**src/rtl/mem_read_arb.sv**
```systemverilog
// ---------------------------------------------------------------------------
// mem_read_arb
//
// Purpose:
//   Arbitrates two read requesters (instruction fetch and load/store unit)
//   onto a single AXI-style read master port. Only one read is in flight at a
//   time. The FSM walks IDLE -> ADDR -> DATA -> IDLE. The last beat of the
//   read response is captured into the granted requester's data register,
//   and that requester's valid strobe pulses for one cycle.
//
// Build option:
//   MEM_READ_ARB_RR_EN  defined   : ties go to the requester not granted last
//                                   (round-robin; the last-grant register
//                                   resets to IFU).
//                       undefined : ties always go to the LSU.
//   Both builds hand the first tie after reset to the LSU.
//
// Ports:
//   ACLK        in   clock; all state updates on the rising edge
//   ARESETn     in   synchronous, active-low reset
//   ifu_req     in   instruction-fetch read request
//   ifu_addr    in   instruction-fetch read address   [ADDR_W]
//   ifu_valid   out  one-cycle completion strobe for the IFU
//   ifu_rdata   out  last read data returned to the IFU  [DATA_W]
//   lsu_req     in   load read request
//   lsu_addr    in   load read address                [ADDR_W]
//   lsu_valid   out  one-cycle completion strobe for the LSU
//   lsu_rdata   out  last read data returned to the LSU  [DATA_W]
//   m_arvalid   out  AR channel valid
//   m_arready   in   AR channel ready
//   m_araddr    out  AR channel address                [ADDR_W]
//   m_arprot    out  AR channel protection (3'b100 = instruction access)
//   m_rvalid    in   R channel valid
//   m_rready    out  R channel ready
//   m_rlast     in   R channel last beat of the burst
//   m_rdata     in   R channel data                    [DATA_W]
// ---------------------------------------------------------------------------
module mem_read_arb #(
  parameter int ADDR_W = 32,
  parameter int DATA_W = 64
) (
  input  logic              ACLK,
  input  logic              ARESETn,

  input  logic              ifu_req,
  input  logic [ADDR_W-1:0] ifu_addr,
  output logic              ifu_valid,
  output logic [DATA_W-1:0] ifu_rdata,

  input  logic              lsu_req,
  input  logic [ADDR_W-1:0] lsu_addr,
  output logic              lsu_valid,
  output logic [DATA_W-1:0] lsu_rdata,

  output logic              m_arvalid,
  input  logic              m_arready,
  output logic [ADDR_W-1:0] m_araddr,
  output logic [2:0]        m_arprot,

  input  logic              m_rvalid,
  output logic              m_rready,
  input  logic              m_rlast,
  input  logic [DATA_W-1:0] m_rdata
);

  typedef enum logic [1:0] {
    IDLE = 2'd0,
    ADDR = 2'd1,
    DATA = 2'd2
  } state_t;

  localparam logic [2:0] PROT_IFU = 3'b100;
  localparam logic [2:0] PROT_LSU = 3'b000;

  state_t state;

  // Which requester owns the transaction in flight (1 = LSU, 0 = IFU).
  logic grant_lsu;

  logic ifu_elig;
  logic lsu_elig;
  logic pick_lsu;
  logic tie_to_lsu;

`ifdef MEM_READ_ARB_RR_EN
  // Remembers who won the most recent grant so a tie can favour the other one.
  logic last_grant_lsu;
`endif

  // A requester whose completion strobe is high this cycle is skipped. Its
  // req line is usually still high from the transaction that just finished,
  // and without this mask that stale level would start a duplicate read.
  always_comb begin
    ifu_elig = ifu_req && !ifu_valid;
    lsu_elig = lsu_req && !lsu_valid;
  end

  // Tie-break selection. In the round-robin build the LSU wins a tie only if
  // the IFU had the previous grant. Because last-grant resets to IFU, the
  // first tie after reset goes to the LSU in both builds.
  always_comb begin
`ifdef MEM_READ_ARB_RR_EN
    tie_to_lsu = !last_grant_lsu;
`else
    tie_to_lsu = 1'b1;
`endif
    pick_lsu = 1'b0;
    if (lsu_elig && ifu_elig) begin
      pick_lsu = tie_to_lsu;
    end else if (lsu_elig) begin
      pick_lsu = 1'b1;
    end
  end

  // Main control FSM. Every interface output is a register, so the AR
  // signals stay stable through a stalled handshake and the completion
  // strobes are glitch-free. The requester address is copied at grant time,
  // so later changes on ifu_addr/lsu_addr cannot reach m_araddr. R beats
  // seen outside DATA are ignored because m_rready is low there. A reset in
  // the middle of a transaction simply discards it; no strobe is produced.
  always_ff @(posedge ACLK) begin
    if (!ARESETn) begin
      state     <= IDLE;
      grant_lsu <= 1'b0;
      m_arvalid <= 1'b0;
      m_rready  <= 1'b0;
      m_araddr  <= '0;
      m_arprot  <= 3'b000;
      ifu_valid <= 1'b0;
      lsu_valid <= 1'b0;
      ifu_rdata <= '0;
      lsu_rdata <= '0;
    end else begin
      ifu_valid <= 1'b0;
      lsu_valid <= 1'b0;

      case (state)
        IDLE: begin
          if (ifu_elig || lsu_elig) begin
            grant_lsu <= pick_lsu;
            m_araddr  <= pick_lsu ? lsu_addr : ifu_addr;
            m_arprot  <= pick_lsu ? PROT_LSU : PROT_IFU;
            m_arvalid <= 1'b1;
            state     <= ADDR;
          end
        end

        ADDR: begin
          if (m_arready) begin
            m_arvalid <= 1'b0;
            m_rready  <= 1'b1;
            state     <= DATA;
          end
        end

        DATA: begin
          // Beats before the last one are accepted and thrown away; only the
          // final beat carries the data that gets returned.
          if (m_rvalid && m_rlast) begin
            m_rready <= 1'b0;
            m_arprot <= 3'b000;
            state    <= IDLE;
            if (grant_lsu) begin
              lsu_rdata <= m_rdata;
              lsu_valid <= 1'b1;
            end else begin
              ifu_rdata <= m_rdata;
              ifu_valid <= 1'b1;
            end
          end
        end

        default: begin
          m_arvalid <= 1'b0;
          m_rready  <= 1'b0;
          m_arprot  <= 3'b000;
          state     <= IDLE;
        end
      endcase
    end
  end

`ifdef MEM_READ_ARB_RR_EN
  // The last-grant history updates on every grant, including grants that
  // were not ties, so the rotation follows actual bus ownership.
  always_ff @(posedge ACLK) begin
    if (!ARESETn) begin
      last_grant_lsu <= 1'b0;
    end else if (state == IDLE && (ifu_elig || lsu_elig)) begin
      last_grant_lsu <= pick_lsu;
    end
  end
`endif

endmodule

```
**config.mk**
```make
export PLATFORM = sky130hd
export DESIGN_NAME = mem_read_arb
export DESIGN_NICKNAME = d
export VERILOG_FILES = /design/src/rtl/mem_read_arb.sv
export SDC_FILE = /design/constraint.sdc
export NUM_CORES = 1
export LEC_CHECK = 0
export BUFFER_PORTS_ARGS = -buffer_cell sky130_fd_sc_hd__clkbuf_2
export CAP_MARGIN = 20
export CORE_MARGIN = 4
export CORE_UTILIZATION = 30
export CTS_CLUSTER_DIAMETER = 150
export DETAILED_ROUTE_END_ITERATION = 8
export GPL_TIMING_DRIVEN = 0
export PLACE_DENSITY = 0.57
export SYNTH_ARGS = -nofsm -noshare
export SYNTH_HDL_FRONTEND = slang
export SYNTH_SLANG_ARGS = --single-unit
```
**constraint.sdc**
```tcl
create_clock -name ACLK -period 3.1 [get_ports ACLK]
set_clock_uncertainty 0.1 [all_clocks]
set_input_delay 0.31 -clock ACLK [delete_from_list [all_inputs] [get_ports ACLK]]
set_output_delay 0.31 -clock ACLK [all_outputs]
set_load 0.01 [all_outputs]
```
==> run summary, run 1 <==
Avg Inst Size Synth: 9.55 µm²
f_max: 0.540 GHz
CTS tree: yes
reg2reg setup slack: 1.25 ns
count leader, synth: nand2_1
Setup CP Type: flop to flop
layout cells sized above 1: 0.339
mux share of post-synthesis cell area: 0.236
die area: 25100 µm²
synth top area cells: dfxtp_1 (50%), mux2i_1 (24%), nand2_1 (13%)
Top Family by Delay on Critical Path: buffers and inverters
DR DRC count: 0
share of flip-flops with an asynchronous set or reset: 0
final setup vio count: 0
Routed Wire Length: 21700 µm
# fillers: 2201
Netlist cell types: 27
compound-cell area share of the yosys netlist: 0.0531
CP required: 3.28 ns
Synth Instances: 710
critical path's slowest cell: clkbuf_1
area added between synthesis and finish: 35.9%
CORE AREA: 22000 µm²
post-route ant nets: 0
Post CTS Setup Buffer Count: 0
Worst Tran Pin Value: 0.675 ns
wire per inst: 16.4 µm
CTS H-tree lvls: 4
Worst Setup Start Kind: flop
GRT overflow: 0
num rows: 54
Num CTS Buffers: 17
Final HPWL DP: 16800 µm
status: finished clean
layout net count: 1163
VDD IR-drop max: 309 µV
largest net degree at the start of global routing: 17
first-pass GRT wire length: 33100 µm
Slew HR: 0.550
total global routing track utilization: 0.168
PwrDens: 528 nW/µm²
clock sink total: 168
crit path time final: 1.85 ns
cts hold-fix bufs: 0
post-CTS sizing: 0
Hold Crit Depth: 3
Avg Vias per Cell: 4.63
mapped cell area: 6780 µm²
Post-Synth XOR/XNOR Area: 0
Post-synth top cells: nand2_1 (230), dfxtp_1 (168), mux2i_1 (160)
initial core utilization: 0.308
reg2reg path depth: 5
unrepaired setup endpoints after global routing: false
CTS root buffer: clkbuf_16
final instance area: 9220 µm²
CP max FO: 10
antenna violations before repair: 0
setup_tns: 0 ns
die height: 158 µm
clk buf depth: 2
Simple-Gate Fraction of Synth Area: 0.169
crit share post-route: 0.598
Detailed Routing Iterations Pass 1: 4
Leak: 4.52 nW
vias in the first global route: 6036
io pins: 302
port buffer count: 298
final hold viol count: 0
Placer Congestion: 0.775
max cap viols: 0
Synth Register Bits: 168
worst skew pair latency: 0.41 ns
Arr. time, crit path: 2.03 ns
CP Depth: 5
Seq/Total Area, Yosys: 0.496
hold path startpoint: m_rdata[43]
yosys warns: 0
Vias: 6119
Synth area leader: dfxtp_1
Adder-Cell Fraction of Synth Area: 0
chip width: 158 µm
Initial DRC Count: 248
Post-synth EDFFs: 0
Synth Flop Type: dfxtp_1
worst hold path type: input pin to flop
CP Cell Sequence: nor2b_1, buf_2, o211ai_1, clkbuf_1, o221ai_1
largest family of logic cells by synthesized area: multiplexers
CP Launch Point: lsu_valid
Max stage delay on crit path: 0.42 ns
Setup crit end kind: flop
Worst Path Buf+Inv: 2
clk slew on worst S/H paths: 0.07 ns
Synth top area share: 0.496
RR Startpoint: lsu_valid
Slew Limit Fails: 0
Area after DPL: 8630 µm²
n_diodes: 0
-- routing by layer --
layer | part of all wire | wire (µm) | GRT usage
met5 | 0 | 0 | 0
met4 | 0.013 | 288 | 0.0447
met2 | 0.47 | 10100 | 0.276
met3 | 0.089 | 1930 | 0.0565
met1 | 0.43 | 9380 | 0.212
-- area by class of cell --
type	instances	area, µm²	area share
Tap cell	280	350	0.0380
Clock inverter	10	106	0.0115
Inverter	3	11.3	0.00122
Timing Repair Buffer	298	1490	0.162
Buffer	60	295	0.0320
Sequential cell	168	3360	0.365
Multi-Input combinational cell	480	3120	0.338
Clock buffer	22	484	0.0525
-- state kept, by name, indices dropped and copies added (netlist names) --
register / flops
lsu_rdata: 64
m_arprot: 1
lsu_valid: 1
state: 2
m_arvalid: 1
m_araddr: 32
ifu_valid: 1
grant_lsu: 1
m_rready: 1
ifu_rdata: 64
-- power by group --
group | switching, mW | leakage, nW | internal, mW
clock network | 0.916 | 0.284 | 1.21
logic | 0.283 | 2.88 | 0.198
registers | 0.0375 | 1.36 | 2.22
total | 1.24 | 4.52 | 3.63
-- cells in the final DEF, fill, tap and decap left out, drive strengths merged, types with 2 or more instances in the layout --
cell	Yosys	layout
a21o	2	2
a21oi	5	5
conb	1	2
clkinv	0	3
o221ai	32	32
o21ai	3	3
clkinvlp	0	2
nor2b	2	2
dfxtp	168	168
nor3	2	2
nand2	230	230
buf	23	23
nor2	3	3
inv	3	7
mux2i	160	160
clkbuf	37	357
or3	32	32
-- final timing paths --
| kind | to |
|---|---|
| worst max-delay path | m_araddr[7] |
| worst min-delay path | ifu_rdata[43] |
| worst max register to register | m_araddr[7] |
| worst min register to register | ifu_rdata[47] |
-- stage by stage --
stage / std cells / util / hold WS (ns) / worst slack (ns) / power (mW)
floorplan: 711 / - / 0.332 / 1.56 / 2.56
global placement: 1289 / 0.392 / 0.343 / 0.901 / 2.79
detailed placement: 1289 / 0.392 / 0.349 / 0.844 / 2.80
CTS: 1321 / 0.418 / 0.0102 / 1.24 / 4.93
global route: 1321 / 0.418 / 0.0319 / 1.04 / 5.08
finish: 1321 / 0.418 / 0.0349 / 1.25 / 4.86
-- worst min-delay path: cells and delay by family --
| family | cells | cell delay [ns] |
|---|---|---|
| buffers and inverters | 1 | 0.08 |
| AND/OR/NAND/NOR | 1 | 0.06 |
| multiplexers | 1 | 0.06 |
-- cells by family (layout without fill, tap and decap cells) --
logic type	Yosys count	after routing
other	1	2
AOI/OAI and AO/OA	45	45
and+or+nand+nor	273	273
muxes	160	160
buffers and inverters	63	393
DFF	168	168
(Power assumes the default switching activity.)
==> run 2: changes to the inputs <==
==> constraint.sdc (replaced) <==
create_clock -name ACLK -period 1.9 [get_ports ACLK]
set_clock_uncertainty 0.1 [all_clocks]
set_input_delay 0.19 -clock ACLK [delete_from_list [all_inputs] [get_ports ACLK]]
set_output_delay 0.19 -clock ACLK [all_outputs]
set_load 0.01 [all_outputs]
==> run 2 against run 1 <==
Net effect:
- core utilization is 4.6 points higher
- die area stayed put
- non-clock buffer count is 100 higher
- sequential power is 63% higher
- cell area is 11% higher
- largest cell class unchanged
- via count is 6.4% higher
- fmax is 5.9% higher
- register-to-register slack worse by 1.1 ns
- flip-flop and latch count stayed put
- wire length is 5.1% higher
- combinational power is 100% higher
- global-route usage is 0.88 points higher
==> run summary, run 2 (synthesis gave the netlist of run 1 again) <==
Detailed Routing Iterations Pass 1: 4 (unchanged)
CP Launch Point: state[1]
num rows: 54 (unchanged)
CTS H-tree lvls: 4 (unchanged)
total global routing track utilization: 0.177 (+0.00882)
reg2reg setup slack: 0.15 ns (-1.10 ns)
top flop regs: ifu_rdata x64, lsu_rdata x64, m_araddr x32
worst setup margin: 0.151 ns (-1.10 ns)
Setup CP Type: flop to flop
post-route ant nets: 0 (unchanged)
CP max FO: 10 (unchanged)
io pins: 302 (unchanged)
RR Startpoint: state[1]
final setup vio count: 0 (unchanged)
wire per inst: 16.0 µm (-2.3%)
crit share post-route: 0.921 (+0.323)
final hold viol count: 0 (unchanged)
Initial DRC Count: 249 (+0.40%)
vias in the first global route: 6594 (+9.2%)
most common cell after layout, fill and taps aside: clkbuf_2
Slew Limit Fails: 0 (unchanged)
clock sink total: 168 (unchanged)
CORE AREA: 22000 µm² (unchanged)
Setup crit end kind: flop
reg2reg path depth: 4 (-1)
max cap viols: 0 (unchanged)
GRT overflow: 0 (unchanged)
clk slew on worst S/H paths: 0.06 ns (about the same)
Leak: 4.95 nW (+9.6%)
Num CTS Buffers: 17 (unchanged)
Total Power: 8.12 mW (+67%)
Vias: 6511 (+6.4%)
chip width: 158 µm (unchanged)
RR Endpoint: ifu_rdata[20]
DR DRC count: 0 (unchanged)
Critical path destination: ifu_rdata[20]
Final HPWL DP: 16800 µm (unchanged)
most frequent cells in the layout: clkbuf_2 (305), nand2_1 (230), dfxtp_1 (168)
first-pass GRT wire length: 35100 µm (+6.0%)
die height: 158 µm (unchanged)
worst hold path type: input pin to flop
CTS tree: yes
pre-CTS setup slack: -0.236 ns (-1.08 ns)
crit path time final: 1.75 ns (-0.104 ns)
Arr. time, crit path: 2.00 ns (-0.03 ns)
CP required: 2.15 ns (-1.13 ns)
die area: 25100 µm² (unchanged)
largest net degree at the start of global routing: 17 (unchanged)
status: finished clean
port buffer count: 298 (unchanged)
area added between synthesis and finish: 50.9%
Placer Congestion: 0.775 (unchanged)
Avg Vias per Cell: 4.58 (-1.1%)
layout cells sized above 1: 0.315 (-0.0245)
Worst Setup Start Kind: flop
Slew HR: 0.551 (+0.00115)
unrepaired setup endpoints after global routing: false
clk buf depth: 2 (unchanged)
CTS root buffer: clkbuf_16
n_diodes: 0 (unchanged)
worst skew pair latency: 0.41 ns (about the same)
layout net count: 1263 (+8.6%)
antenna violations before repair: 0 (unchanged)
f_max: 0.572 GHz (+5.9%)
initial core utilization: 0.308 (unchanged)
Core Util, Final: 0.465 (+0.0462)
PwrDens: 793 nW/µm² (+50%)
Worst Tran Pin Value: 0.674 ns (-0.00173 ns)
Routed Wire Length: 22800 µm (+5.1%)
VDD IR-drop max: 513 µV (+66%)
==> run 2: metal layers <==
layer,vias to the layer above,share of wire,track usage
met2,237,0.47,0.300
met1,2978,0.42,0.214
met4,0,0.019,0.0520
li1,3270,-,-
met3,26,0.085,0.0590
met5,-,0,0
==> run 2: power breakdown <==
part	internal (mW)	switching, mW	leakage, nW
logic	0.460	0.500	3.31
registers	3.62	0.0615	1.36
clock network	1.97	1.50	0.284
total	6.06	2.06	4.95
==> run 2: worst max-delay path, cell delays in order, from the launching register on <==
cell and delay, ns:
dfxtp_1 0.44, nand4b_4 0.15, nor2_4 0.35, buf_2 0.39, mux2i_1 0.23
==> run 2: stage by stage <==
step	setup TNS [ns]	area, µm²	hold WS, ns	std cells
after floorplan	0	6790	0.212	711
after global placement	-1.64	8630	0.343	1289
after detailed placement	-5.40	8630	0.349	1289
after CTS	0	10200	0.000279	1421
after global routing	0	10200	0.0134	1421
final	0	10200	0.00230	1421
==> run 2: how the worst min path moves through the flow <==
stage,from,endpoint,cells past startpoint,slack (ns)
detailed placement,ifu_rdata[63],ifu_rdata[63],2,0.35
global placement,ifu_rdata[38],ifu_rdata[38],2,0.34
global route,m_rdata[0],lsu_rdata[0],3,0.01
CTS,lsu_addr[29],m_araddr[29],3,0.0003
floorplan,m_arready,state[0],1,0.21
finish,ifu_addr[29],m_araddr[29],3,0.002
==> run 2: what timing repair did <==
action / in CTS / in global routing
setup endpoints to repair: 0 / 32
hold buffers: 100 / 0
hold endpoints to repair: 149 / 0
setup buffers: 0 / 0
resized for setup: 0 / 16
==> run 2: final cells by class <==
type / instances / area, µm²
buffer: 60 / 313
clock buffer: 22 / 484
clock inverter: 10 / 106
fill: 2101 / 11800
inverter: 3 / 11.3
multi-input combinational: 480 / 3120
sequential: 168 / 3360
tap: 280 / 350
timing repair buffer: 398 / 2490
